## src/rtl/rom_map_pkg.sv

```systemverilog
// ROM set memory map, FSM state and error encodings shared by the ROM download controller.
package rom_map_pkg;

    localparam int unsigned ROM_TOTAL    = 'h18500;
    localparam int unsigned REGION_COUNT = 17;
    localparam int unsigned EPROM_COUNT  = 12;
    localparam int unsigned EPROM_BASE   = 'h0;
    localparam int unsigned EPROM_SIZE   = 'h2000;
    localparam int unsigned PROM_BASE    = 'h18000;
    localparam int unsigned PROM_SIZE    = 'h100;

    typedef enum logic [2:0] {StIdle, StLoad, StSettle, StRun, StFail} load_state_e;

    typedef enum logic [1:0] {
        ErrNone     = 2'd0,
        ErrShort    = 2'd1,
        ErrSeq      = 2'd2,
        ErrOverflow = 2'd3
    } err_code_e;

    // Regions 0..11 are the EPROMs, 12..16 the colour PROMs and LUTs packed after them.
    function automatic logic [24:0] region_base(input int unsigned idx);
        if (idx < EPROM_COUNT) return 25'(EPROM_BASE + idx * EPROM_SIZE);
        return 25'(PROM_BASE + (idx - EPROM_COUNT) * PROM_SIZE);
    endfunction

    function automatic logic [24:0] region_size(input int unsigned idx);
        if (idx < EPROM_COUNT) return 25'(EPROM_SIZE);
        return 25'(PROM_SIZE);
    endfunction

endpackage

```

## src/rtl/rom_region_dec.sv

```systemverilog
// Combinational byte-address to one-hot ROM region decode; addresses past the map give all zero.
module rom_region_dec
    import rom_map_pkg::*;
(
    input  logic [24:0]             addr,
    output logic [REGION_COUNT-1:0] region_cs
);

    always_comb begin
        region_cs = '0;
        for (int unsigned i = 0; i < REGION_COUNT; i++) begin
            if (addr >= region_base(i) && addr < region_base(i) + region_size(i)) begin
                region_cs[i] = 1'b1;
            end
        end
    end

endmodule

```

## src/rtl/rom_load_ctrl.sv

```systemverilog
// Accepts an in-order HPS ROM download, forwards bytes to the ROM dpram and releases
// the game core only after a complete, gap-free set has been received.
module rom_load_ctrl
    import rom_map_pkg::*;
#(
    parameter int unsigned ROM_INDEX     = 0,
    parameter int unsigned ROM_SIZE      = ROM_TOTAL,
    parameter int unsigned SETTLE_CYCLES = 16
) (
    input  logic                    CLK,
    input  logic                    RESET_N,
    input  logic                    ioctl_download,
    input  logic [7:0]              ioctl_index,
    input  logic                    ioctl_wr,
    input  logic [24:0]             ioctl_addr,
    input  logic [7:0]              ioctl_dout,
    output logic                    dl_wr,
    output logic [24:0]             dl_addr,
    output logic [7:0]              dl_data,
    output logic [REGION_COUNT-1:0] region_cs,
    output logic                    core_rst_n,
    output logic                    load_done,
    output logic                    load_error,
    output logic [1:0]              err_code
);

    localparam logic [24:0] RomSize  = 25'(ROM_SIZE);
    localparam logic [7:0]  RomIndex = 8'(ROM_INDEX);

    load_state_e             state_q;
    err_code_e               err_q, err_d;
    logic [24:0]             count_q, count_d;
    logic [31:0]             settle_cnt_q;
    logic                    dl_q;
    logic                    dl_rise, dl_fall;
    logic                    wr_over, wr_seq, wr_ok;
    logic [REGION_COUNT-1:0] dec_cs;

    rom_region_dec u_region_dec (
        .addr      (ioctl_addr),
        .region_cs (dec_cs)
    );

    assign err_code = err_q;

    // Strobe classification and the counter/error that result from it; only applied in LOAD.
    always_comb begin
        dl_rise = ioctl_download & ~dl_q;
        dl_fall = ~ioctl_download & dl_q;
        wr_over = ioctl_wr && (ioctl_addr >= RomSize);
        wr_seq  = ioctl_wr && !wr_over && (ioctl_addr != count_q);
        wr_ok   = ioctl_wr && !wr_over && !wr_seq;
        count_d = wr_ok ? count_q + 25'd1 : count_q;
        err_d   = err_q;
        if (err_q == ErrNone) begin
            if (wr_over) begin
                err_d = ErrOverflow;
            end else if (wr_seq) begin
                err_d = ErrSeq;
            end
        end
    end

    always_ff @(posedge CLK) begin
        if (!RESET_N) begin
            state_q      <= StIdle;
            err_q        <= ErrNone;
            count_q      <= '0;
            settle_cnt_q <= '0;
            dl_q         <= 1'b1;  // a download already active at release is not a new edge
            dl_wr        <= 1'b0;
            dl_addr      <= '0;
            dl_data      <= '0;
            region_cs    <= '0;
            core_rst_n   <= 1'b0;
            load_done    <= 1'b0;
            load_error   <= 1'b0;
        end else begin
            dl_q      <= ioctl_download;
            dl_wr     <= 1'b0;
            region_cs <= '0;
            case (state_q)
                StIdle, StRun, StFail: begin
                    if (dl_rise && ioctl_index == RomIndex) begin
                        state_q    <= StLoad;
                        count_q    <= '0;
                        err_q      <= ErrNone;
                        core_rst_n <= 1'b0;
                        load_done  <= 1'b0;
                        load_error <= 1'b0;
                    end
                end
                StLoad: begin
                    if (wr_ok) begin
                        dl_wr     <= 1'b1;
                        dl_addr   <= ioctl_addr;
                        dl_data   <= ioctl_dout;
                        region_cs <= dec_cs;
                    end
                    count_q <= count_d;
                    err_q   <= err_d;
                    // Length check uses the post-strobe count so a final coincident byte counts.
                    if (dl_fall) begin
                        if (err_d != ErrNone) begin
                            state_q    <= StFail;
                            load_error <= 1'b1;
                        end else if (count_d == RomSize) begin
                            state_q      <= StSettle;
                            settle_cnt_q <= '0;
                        end else begin
                            state_q    <= StFail;
                            err_q      <= ErrShort;
                            load_error <= 1'b1;
                        end
                    end
                end
                StSettle: begin
                    if (settle_cnt_q + 32'd1 >= SETTLE_CYCLES) begin
                        state_q    <= StRun;
                        core_rst_n <= 1'b1;
                        load_done  <= 1'b1;
                    end else begin
                        settle_cnt_q <= settle_cnt_q + 32'd1;
                    end
                end
                default: state_q <= StIdle;
            endcase
        end
    end

endmodule

```

## config.mk

```make
export PLATFORM = sky130hd
export DESIGN_NAME = rom_load_ctrl
export DESIGN_NICKNAME = d
export VERILOG_FILES = /design/src/rtl/rom_map_pkg.sv /design/src/rtl/rom_region_dec.sv /design/src/rtl/rom_load_ctrl.sv
export SDC_FILE = /design/constraint.sdc
export NUM_CORES = 1
export LEC_CHECK = 0
export CORE_MARGIN = 2
export CORE_UTILIZATION = 40
export DETAILED_ROUTE_END_ITERATION = 10
export GPL_ROUTABILITY_DRIVEN = 0
export HOLD_SLACK_MARGIN = 0.12
export SKIP_LAST_GASP = 1
export SLEW_MARGIN = 10
export SYNTH_ARGS = -nofsm -noshare
export SYNTH_HDL_FRONTEND = slang
export SYNTH_HIERARCHICAL = 1
export SYNTH_SLANG_ARGS = --single-unit
```

## constraint.sdc

```tcl
create_clock -name CLK -period 10.6 [get_ports CLK]
set_input_delay 3.18 -clock CLK [delete_from_list [all_inputs] [get_ports CLK]]
set_output_delay 3.18 -clock CLK [all_outputs]
set_load 0.02 [all_outputs]
```

==> impl_results.md <==
- Outcome: finished clean
- CTS buffer count: 17
- Grt ovf: 0
- Final setup TNS: 0 ns
- Chip width: approximately 120 µm
- DRT antenna net count: 0
- PortBufs: 100
- CP max stage cell: a311oi_4
- All-Layer GR Usage: around 21%
- TritonCTS Sinks: ~120
- Share of cells above drive strength 1: approximately 9%
- Async SR Flop Fraction: 0%
- Buffers & Inverters on Critical Path: 1
- Leading post-synthesis cells by cell area: dfxtp_1 (40%), nand2_1 (6.5%), and3_1 (4.5%), a21oi_1 (3.7%), and2_1 (3.5%)
- Top-count cell post-synth: dfxtp_1
- Die area: approximately 0.015 mm²
- Distinct cells, synth: 70
- Post-synthesis register bit count: approximately 120
- Final Hold Fails: 0
- CP dominant cell by count: a31oi_1
- Mean Syn Cell Area: between 8 and 9 µm²
- Worst-skew pair later-pin latency: roughly 0.41 ns
- Top cell type's share of synthesized area: 40.1%
- Initial drt markers: between 400 and 500
- WL final: ~16 mm
- Critical path arrival: approximately 6.9 ns
- Hold-fix buffers at CTS: 0
- CORE AREA: around 0.014 mm²
- P per Cell Area: ~140 mW/mm²
- CP top delay family: compound AO/OA/AOI/OAI gates
- Kind of critical path: primary input to register
- GRT busiest layer: met2
- Max Fanout on Critical Path: 30
- Register area: 0.00232 mm²
- Die Y: around 120 µm
- Top_reg_cell synth: dfxtp_1
- Max-slew violations: 0
- IO Pins: a little over 100
- Post-Syn Instances: between 600 and 700
- Vias per inst: 5.57
- Drt wl/cell: around 16 µm
- Area grow syn2layout: 28.1%
- Area occupied by multi-input gates: about 0.0032 mm²
- Initial antenna violation count: 0
- RSZ-0062 raised after global routing: false
- Synth cell count leaders: dfxtp_1 (116), nand2_1 (101), nor2_1 (49)
- Post-CTS setup buffers: 0
- Worst Tran Pin Value: between 0.9 and 1 ns
- Clock transition at path regs: approximately 0.05 ns
- YS warnings: 6
- Post-CTS sizing: 0
- Hold WS: between 0.4 and 0.5 ns
- Final nets: slightly above 800
- Worst Setup Start Kind: primary input
- Critical-path cell list: clkdlybuf4s50_1 -> nor4_1 -> nand2_1 -> a31oi_1 -> and4_1 -> a311oi_1 -> a31oi_1 -> nor4_4 -> a311oi_4 -> a22o_1
- Synthesized cell area: a little under 0.006 mm²
- Number of synthesized flops with an enable pin: 0
- CP required: 10.96 ns
- DR DRC count: 0
- Synthesized Nets: between 700 and 800
- Share of the yosys chip area belonging to registers: between 40% and 50%
- H-tree levels: 4
- Max-cap violation count: 0
- Pre-antenna DRT Iters: 5
- CTS tree: done
- Skew final: ~0.0060 ns
- Pin count of the biggest net entering global routing: 48
- Vias: between 5000 and 6000
- Max Root-Sink Buffers: 2
- Finish-stage setup viols: 0
- Fillers: around 1300
- First-pass GRT wire length: 26.2 mm
- Detail Placement HPWL: between 10 and 15 mm
- Tmin final: around 6.6 ns
- Peak supply drop: around 0.12 mV
- Vias in the first global route: 5176
- Row cnt: 43
- Post-route clock period utilization: between 60% and 70%
- GR Layer Usage met1: around 25%
- Root Buffer: clkbuf_16
- Worst Hold Class: register to register
- Leakage power total: 2.70 nW
- Synth area leader: dfxtp_1
- Initial Utilization: 41.3%
- N_diodes: 0
- Met3 usage: 6.66%
- F_max: 152 MHz
- Met2 usage: between 30% and 40%
- Slew HR: 35.2%
- CP peak stage delay: about 0.8 ns
- Crit path capture type: register
==> logic make-up after synthesis <==
kind of cell / share of synthesized area [%]
and+or+nand+nor: 34.4
AOI/OAI and AO/OA: 13.7
DFF: 40.1
buffers and inverters: 4.66
xor gates and xnor gates: 6.04
muxes: 0.712
adders and majority gates: 0.432
==> routing by layer <==
layer | vias to the layer above | part of all wire [%]
met4 | 0 | 1.6
met2 | 198 | 48
met1 | 2494 | 43
met3 | 20 | 7.1
met5 | - | 0
li1 | 2600 | -
==> layout by cell type, fill, tap and decap left out, types with 17 or more instances in the layout <==
cell,instances
a21oi_1,43
and2_1,32
and3_1,42
clkbuf_16,17
clkdlybuf4s50_1,100
dfxtp_1,116
nand2_1,101
nand3_1,21
nand4_1,18
nor2_1,48
nor3_1,18
xnor2_1,21
xor2_1,19
==> stage by stage <==
step | instances | worst slack [ns] | utilization, % | total power, W | area [µm²]
2_1_floorplan | 683 | 5.09 | - | 0.000463 | 5800
5_1_grt | 954 | 3.63 | 52.9 | 0.00110 | 7430
3_5_place_dp | 922 | 3.59 | 48.5 | 0.000489 | 6820
6_report | 954 | 4.02 | 52.9 | 0.00107 | 7430
3_3_place_gp | 922 | 3.81 | 48.5 | 0.000488 | 6820
4_1_cts | 954 | 4.01 | 52.8 | 0.00108 | 7420
==> final cells by class <==
type                            count  share of cell area (%)
Clock buffer                       23                    6.44
Multi-Input combinational cell    513                    43.3
Sequential cell                   116                    31.3
Clock inverter                      9                    1.70
Inverter                           10                   0.505
Timing Repair Buffer              103                    13.8
Tap cell                          180                    3.03
==> power breakdown <==
part           switching [W]  leakage [nW]   total, W  internal [W]
Combinational      0.0000223          1.47  0.0000428     0.0000205
Sequential      0.0000000596         0.934   0.000437      0.000437
Clock               0.000200         0.297   0.000587      0.000387
==> state kept, by name, indices dropped and copies added, names as in the netlist <==
| name | count |
|---|---|
| settle_cnt_q | 32 |
| dl_data | 8 |
| load_done | 1 |
| count_q | 25 |
| region_cs | 17 |
| dl_wr | 1 |
| err_code | 2 |
| dl_addr | 25 |
| dl_q | 1 |
| load_error | 1 |
| state_q | 3 |
==> final timing paths <==
| kind | endpoint | slack (ns) | cells after the start | from |
|---|---|---|---|---|
| setup / recovery | settle_cnt_q[0] | 4.02 | 10 | ioctl_addr[13] |
| hold / removal | dl_addr[15] | 0.45 | 2 | dl_addr[15] |
| setup reg to reg | settle_cnt_q[0] | 7.04 | 10 | settle_cnt_q[0] |
| hold reg to reg | dl_addr[15] | 0.45 | 2 | dl_addr[15] |
==> worst register-to-register path, stage by stage, from the launching register on <==
cell and delay [ns]:
dfxtp_1 0.43, ha_1 0.29, inv_1 0.06, or4_4 0.61, nor4_4 0.30, nor4_1 0.08
a31oi_1 0.20, nor4_1 0.12, and3_1 0.27, a311oi_4 0.88, a22o_1 0.26
Note: power is estimated with default switching activity, not from simulation.
